===== src/rtl/riscv_core_pkg.sv =====
//------------------------------------------------------------------------------
// Module   : riscv_core_pkg
// Purpose  : Shared types and constants for the RV32 core front end.
// Revision : 1.0 - initial release
//------------------------------------------------------------------------------
`default_nettype none

package riscv_core_pkg;

   localparam int XLEN = 32;

   localparam logic [XLEN-1:0] RESET_PC_DEFAULT = 32'h0000_0000;
   localparam logic [XLEN-1:0] INSTR_NOP        = 32'h0000_0013;

   // One buffered fetch result: instruction word plus the PC it came from
   typedef struct packed {
      logic [XLEN-1:0] instr;
      logic [XLEN-1:0] pc;
   } fetch_entry_t;

endpackage

`default_nettype wire


===== src/rtl/fetch_fifo.sv =====
//------------------------------------------------------------------------------
// Module   : fetch_fifo
// Purpose  : Small in-order FIFO with synchronous flush. Flush wins over any
//            same-cycle push or pop. A push into a full FIFO is accepted only
//            when a pop happens in the same cycle.
// Revision : 1.0 - initial release
//------------------------------------------------------------------------------
`default_nettype none

module fetch_fifo #(
   parameter int DEPTH = 2,
   parameter int WIDTH = 32
)(
   input  logic                         clk,
   input  logic                         rst,
   input  logic                         i_flush,
   input  logic                         i_push,
   input  logic [WIDTH-1:0]             i_din,
   input  logic                         i_pop,
   output logic [WIDTH-1:0]             o_dout,
   output logic                         o_full,
   output logic                         o_empty,
   output logic [$clog2(DEPTH+1)-1:0]   o_count
);

   localparam int CW = $clog2(DEPTH + 1);
   localparam int PW = (DEPTH > 1) ? $clog2(DEPTH) : 1;
   localparam logic [PW-1:0] c_last = PW'(DEPTH - 1);

   logic [WIDTH-1:0] r_mem [DEPTH];
   logic [PW-1:0]    r_wr_ptr;
   logic [PW-1:0]    r_rd_ptr;
   logic [CW-1:0]    r_count;

   logic w_do_pop;
   logic w_do_push;

   assign o_empty   = (r_count == '0);
   assign o_full    = (r_count == CW'(DEPTH));
   assign o_count   = r_count;
   assign o_dout    = r_mem[r_rd_ptr];

   assign w_do_pop  = i_pop && !o_empty;
   assign w_do_push = i_push && (!o_full || w_do_pop);

   // Pointer and occupancy tracking; flush returns to the empty state
   always_ff @(posedge clk or posedge rst) begin
      if (rst) begin
         r_wr_ptr <= '0;
         r_rd_ptr <= '0;
         r_count  <= '0;
      end else if (i_flush) begin
         r_wr_ptr <= '0;
         r_rd_ptr <= '0;
         r_count  <= '0;
      end else begin
         if (w_do_push) r_wr_ptr <= (r_wr_ptr == c_last) ? '0 : r_wr_ptr + PW'(1);
         if (w_do_pop)  r_rd_ptr <= (r_rd_ptr == c_last) ? '0 : r_rd_ptr + PW'(1);
         case ({w_do_push, w_do_pop})
            2'b10:   r_count <= r_count + CW'(1);
            2'b01:   r_count <= r_count - CW'(1);
            default: r_count <= r_count;
         endcase
      end
   end

   // Storage array; contents need no reset since occupancy gates visibility
   always_ff @(posedge clk) begin
      if (w_do_push && !i_flush) r_mem[r_wr_ptr] <= i_din;
   end

endmodule

`default_nettype wire


===== src/rtl/instr_fetch_unit.sv =====
//------------------------------------------------------------------------------
// Module   : instr_fetch_unit
// Purpose  : RV32 fetch stage. Owns the PC, issues credit-limited word
//            requests to imem, tags each in-flight request with its PC,
//            buffers responses and hands {instr, pc, pc+4} to decode.
//            A redirect flushes buffered state and drops stale responses.
// Options  : FETCH_BYPASS_EN - forward a response straight to decode when
//            the instruction FIFO is empty (zero-bubble latency).
// Revision : 1.0 - initial release
//------------------------------------------------------------------------------
`default_nettype none

module instr_fetch_unit
   import riscv_core_pkg::*;
#(
   parameter logic [XLEN-1:0] RESET_PC = RESET_PC_DEFAULT,
   parameter int              DEPTH    = 2
)(
   input  logic            clk,
   input  logic            rst,
   output logic            imem_req_valid,
   input  logic            imem_req_ready,
   output logic [XLEN-1:0] imem_req_addr,
   input  logic            imem_rsp_valid,
   input  logic [XLEN-1:0] imem_rsp_data,
   input  logic            redirect_valid,
   input  logic [XLEN-1:0] redirect_pc,
   output logic            id_valid,
   input  logic            id_ready,
   output logic [XLEN-1:0] id_instr,
   output logic [XLEN-1:0] id_pc,
   output logic [XLEN-1:0] id_pc_plus4
);

   localparam int CW = $clog2(DEPTH + 1);
   localparam logic [CW:0] c_credit_max = (CW+1)'(DEPTH);

   logic [XLEN-1:0] r_pc;
   logic [CW-1:0]   r_drop_cnt;

   logic [XLEN-1:0] w_tag_pc;
   logic [CW-1:0]   w_tag_count;
   logic            w_tag_full;
   logic            w_tag_empty;
   logic            w_tag_push;

   fetch_entry_t    w_head;
   fetch_entry_t    w_push_entry;
   logic            w_fifo_full;
   logic            w_fifo_empty;
   logic [CW-1:0]   w_fifo_count;
   logic            w_fifo_push;
   logic            w_fifo_pop;

   logic [CW:0]     w_outstanding;
   logic [CW:0]     w_outstanding_next;
   logic [CW:0]     w_credit_used;
   logic            w_req_fire;
   logic            w_rsp_keep;
   logic            w_unused_bits;

   // Outstanding = requests still tagged plus requests already doomed to drop
   assign w_outstanding      = {1'b0, w_tag_count} + {1'b0, r_drop_cnt};
   assign w_credit_used      = w_outstanding + {1'b0, w_fifo_count};
   assign w_outstanding_next = w_outstanding + (CW+1)'(w_req_fire) - (CW+1)'(imem_rsp_valid);

   assign imem_req_valid = !rst && (w_credit_used < c_credit_max);
   assign imem_req_addr  = r_pc;
   assign w_req_fire     = imem_req_valid && imem_req_ready;

   // A response survives only when nothing is pending drop and no redirect
   assign w_rsp_keep   = imem_rsp_valid && (r_drop_cnt == '0) && !redirect_valid;
   assign w_tag_push   = w_req_fire && !redirect_valid;
   assign w_push_entry = '{instr: imem_rsp_data, pc: w_tag_pc};
   assign w_fifo_pop   = !w_fifo_empty && id_ready && !redirect_valid;

   assign w_unused_bits = ^{redirect_pc[1:0], w_outstanding_next[CW]};

`ifdef FETCH_BYPASS_EN
   logic w_bypass;
   assign w_bypass    = w_rsp_keep && w_fifo_empty;
   assign w_fifo_push = w_rsp_keep && !(w_bypass && id_ready);
   assign id_valid    = !w_fifo_empty || w_bypass;
   assign id_instr    = w_bypass ? imem_rsp_data : (w_fifo_empty ? '0 : w_head.instr);
   assign id_pc       = w_bypass ? w_tag_pc      : (w_fifo_empty ? '0 : w_head.pc);
`else
   assign w_fifo_push = w_rsp_keep;
   assign id_valid    = !w_fifo_empty;
   assign id_instr    = w_fifo_empty ? '0 : w_head.instr;
   assign id_pc       = w_fifo_empty ? '0 : w_head.pc;
`endif

   assign id_pc_plus4 = id_valid ? id_pc + XLEN'(4) : '0;

   fetch_fifo #(
      .DEPTH (DEPTH),
      .WIDTH (XLEN)
   ) u_tag_q (
      .clk     (clk),
      .rst     (rst),
      .i_flush (redirect_valid),
      .i_push  (w_tag_push),
      .i_din   (r_pc),
      .i_pop   (w_rsp_keep),
      .o_dout  (w_tag_pc),
      .o_full  (w_tag_full),
      .o_empty (w_tag_empty),
      .o_count (w_tag_count)
   );

   fetch_fifo #(
      .DEPTH (DEPTH),
      .WIDTH ($bits(fetch_entry_t))
   ) u_instr_q (
      .clk     (clk),
      .rst     (rst),
      .i_flush (redirect_valid),
      .i_push  (w_fifo_push),
      .i_din   (w_push_entry),
      .i_pop   (w_fifo_pop),
      .o_dout  (w_head),
      .o_full  (w_fifo_full),
      .o_empty (w_fifo_empty),
      .o_count (w_fifo_count)
   );

   // PC advance and stale-response drop counter; redirect overrides everything
   always_ff @(posedge clk or posedge rst) begin
      if (rst) begin
         r_pc       <= {RESET_PC[XLEN-1:2], 2'b00};
         r_drop_cnt <= '0;
      end else if (redirect_valid) begin
         r_pc       <= {redirect_pc[XLEN-1:2], 2'b00};
         r_drop_cnt <= w_outstanding_next[CW-1:0];
      end else begin
         if (w_req_fire) r_pc <= r_pc + XLEN'(4);
         if (imem_rsp_valid && (r_drop_cnt != '0)) r_drop_cnt <= r_drop_cnt - CW'(1);
      end
   end

`ifndef SYNTHESIS
   a_credit_limit: assert property (@(posedge clk) disable iff (rst)
      w_credit_used <= c_credit_max);
   a_fifo_no_overflow: assert property (@(posedge clk) disable iff (rst)
      !(w_fifo_push && w_fifo_full && !w_fifo_pop && !redirect_valid));
   a_tag_no_overflow: assert property (@(posedge clk) disable iff (rst)
      !(w_tag_push && w_tag_full));
   a_tag_no_underflow: assert property (@(posedge clk) disable iff (rst)
      !(w_rsp_keep && w_tag_empty));
`endif

endmodule

`default_nettype wire


===== config.mk =====
export PLATFORM = sky130hd
export DESIGN_NAME = instr_fetch_unit
export DESIGN_NICKNAME = d
export VERILOG_FILES = /design/src/rtl/riscv_core_pkg.sv /design/src/rtl/fetch_fifo.sv /design/src/rtl/instr_fetch_unit.sv
export SDC_FILE = /design/constraint.sdc
export NUM_CORES = 1
export LEC_CHECK = 0
export ABC_AREA = 1
export BUFFER_PORTS_ARGS = -buffer_cell sky130_fd_sc_hd__buf_2
export CAP_MARGIN = 20
export CORE_UTILIZATION = 40
export CTS_BUF_LIST = sky130_fd_sc_hd__clkbuf_4
export DETAILED_ROUTE_END_ITERATION = 10
export GPL_TIMING_DRIVEN = 1
export SLEW_MARGIN = 5
export SYNTH_ARGS = -nofsm -noshare
export SYNTH_HDL_FRONTEND = slang
export SYNTH_SLANG_ARGS = --single-unit

===== constraint.sdc =====
create_clock -name clk -period 5.2 [get_ports clk]
set_clock_uncertainty 0.1 [all_clocks]
set_input_delay 0.52 -clock clk [delete_from_list [all_inputs] [get_ports clk]]
set_output_delay 0.52 -clock clk [all_outputs]
set_load 0.02 [all_outputs]

==> flow_summary.yaml <==
layout:
  mostFrequentLayoutCells: "nand2_1, buf_2, edfxtp_1"
  layout-drive-gt1-share: 0.2574
  register_area_um2: 6528
  final_nets: 1484
  multi_input_area_um2: 3741
  fillCellCount: 2468
  mostFrequentLayoutCell: "nand2_1"
  area_growth_pct: 23.39
synthesis:
  netlist_instances: 1130
  synthTopCellsByArea: "edfxtp_1, nand2_1, dfrtp_1"
  synth.distinct_cells: 36
  synth_top_area_cell: "edfxtp_1"
  yosysWarnings: 0
  ys_seq_area_frac: 0.5992
  synth_area_um2: 10890
  ys_seq_elements: 224
  syn_area_per_cell_um2: 9.639
  synth_top_area_share: 0.5073
sta:
  tns_ns: 0
  fin_crit_sh: 0.8147
  slew-limit-headroom: 0.4214
  fin_crit_ns: 4.236
  whs_ns: 0.06349
  slew_viol_final: 0
  hold_viol: 0
  rsz0062_at_grt: "no"
  setup_viol: 0
  fmax_ghz: 0.2361
  worst-slew-pin-transition_ns: 0.8680
setup_path:
  r2r_start: "u_tag_q.o_count[0]"
  start_kind: "flop"
  r2r_setup_slack_ns: 0.97
  crit_start: "u_instr_q.r_rd_ptr"
  crit_type: "flop to output port"
  crit_end: "id_pc_plus4[18]"
  r2r_end: "u_tag_q.r_mem[1][24]"
  reg2reg_depth: 11
  cp_data_arrival_time_ns: 3.62
  cp_data_required_time_ns: 4.58
  worstPathMaxFanout: 33
  critPathCaptureType: "output port"
floorplanning:
  dieWidth_um: 167.0
  core_area_um2: 26800
  initial_core_util: 0.4064
  die_y_um: 167.0
  die_area_um2: 27890
  ios: 200
  rows: 60
detailed_routing:
  ant_nets: 0
  drtIter0Drc: 550
  wl_um: 28080
  vias_per_cell: 4.812
  num_vias: 8618
  wl_per_cell_um: 15.68
  drt-pass1-iter-count: 5
  drc: 0
power_and_ir_drop:
  ir_drop_uv: 212.9
  pwr_density_cell_nw_per_um2: 455.3
  p_leak_nw: 5.944
clock_network:
  cts_setup_buffers: 0
  cts_tree: "yes"
  insertion_delay_ns: 0.64
  numClockSinks: 224
  cts_inserted_buffers: 57
  clk_pin_slew_ns: 0.06
  root_buffer: "clkbuf_4"
  htree_levels: 2
  clockBufferDepth: 3
global_routing:
  grt_pass1_wl_um: 44250
  antenna_found_initial: 1
  overflow: 0
  grt_pass1_vias: 8515
  grt_max_degree: 65
  track_usage: 0.2015
run:
  cap_violations: 0
place:
  place_congestion: 0.8685
  io_buffers: 191
  dpl.hpwl_um: 19500
min_path:
  hp-class: "input port to flop"
  min-delay-start: "redirect_pc[17]"
run_status:
  status: "complete, no violations"
[how the worst min path moves through the flow]
stage                              end  slack, ns  depth (start not counted)
floorplan           u_instr_q.r_wr_ptr       0.38                          1
global placement      u_tag_q.r_wr_ptr       0.42                          1
detailed placement    u_tag_q.r_wr_ptr       0.44                          1
CTS                  imem_req_addr[17]      0.002                          3
global route          imem_req_addr[9]       0.01                          3
finish               imem_req_addr[17]       0.06                          3
[logic make-up (layout without fill, tap and decap cells)]
kind of cell	Yosys count	count (layout)	share of synthesized area
AOI/OAI and AO/OA	69	69	0.03469
xor gates and xnor gates	38	38	0.03056
adders and majority gates	8	8	0.01057
buffers and inverters	155	469	0.06111
DFF	224	224	0.5992
muxes	30	30	0.03102
other	1	7	0.0003443
and+or+nand+nor	605	605	0.2325
[area by class of cell]
| class | count | share of cell area |
|---|---|---|
| Tap cell | 341 | 0.03175 |
| Clock buffer | 96 | 0.05363 |
| Antenna cell | 1 | 0.0001862 |
| Timing Repair Buffer | 255 | 0.1169 |
| Clock inverter | 6 | 0.001769 |
| Inverter | 112 | 0.03165 |
| Sequential cell | 224 | 0.4857 |
| Multi-Input combinational cell | 756 | 0.2784 |
[sequential cells by signal, indices dropped and copies added, names as in the netlist]
signal	flops
u_instr_q.o_count	2
r_drop_cnt	2
u_instr_q.r_rd_ptr	1
u_instr_q.r_mem	124
u_tag_q.r_wr_ptr	1
u_tag_q.o_count	2
u_tag_q.r_rd_ptr	1
u_instr_q.r_wr_ptr	1
imem_req_addr	30
u_tag_q.r_mem	60
[what timing repair did]
action / CTS / global route
hold buffers: 54 / 0
hold endpoints to repair: 125 / 0
gates resized for setup: 0 / 0
[synthesized netlist by cell type (all sizes together)]
master,count
dfrtp,40
xnor2,9
nor2,107
nor3,10
nand4,11
ha,6
conb,1
clkinv,2
a21boi,1
edfxtp,184
mux2,30
xor2,29
fa,2
a21oi,36
clkbuf,14
o22ai,1
nand3b,2
nand2,402
o211ai,10
buf,29
o21ai,19
a31oi,1
inv,110
nand3,73
o21bai,1
[critical path, cell delays in order, from the launching register on]
cell and delay, ns:
dfrtp_2 0.79, buf_4 0.49, nand2_1 0.09, nand2_1 0.14, nand2_1 0.12, inv_1 0.11, ha_1 0.15, inv_1 0.08
nor2_2 0.17, nand2_2 0.11, nor2_2 0.25, nand3_1 0.15, xor2_1 0.15, buf_2 0.18
[power by group]
group	switching (W)	leakage, nW	internal, W
clock	0.000664	0.456	0.000820
sequential	0.000262	2.15	0.00222
combinational	0.00149	3.33	0.000667
total	0.00241	5.94	0.00371
[metal layers]
layer	wire length, um	global-route usage	up-vias
met4	449	0.06240	0
li1	-	-	4284
met1	12860	0.2720	3984
met3	1800	0.04064	42
met5	0	0	-
met2	12970	0.3262	308
[metrics by stage]
step / total power (W) / util / instances / instance area (um^2) / setup slack (ns)
floorplan: 0.003902 / - / 1135 / 10910 / 1.007
global placement: 0.004610 / 0.4534 / 1634 / 12150 / 1.014
detailed placement: 0.004640 / 0.4534 / 1634 / 12150 / 0.9709
CTS: 0.006178 / 0.5014 / 1790 / 13440 / 0.8638
global route: 0.006505 / 0.5014 / 1791 / 13440 / 0.6376
finish: 0.006119 / 0.5014 / 1791 / 13440 / 0.9637
No activity file was read; power rests on OpenSTA's default activity.
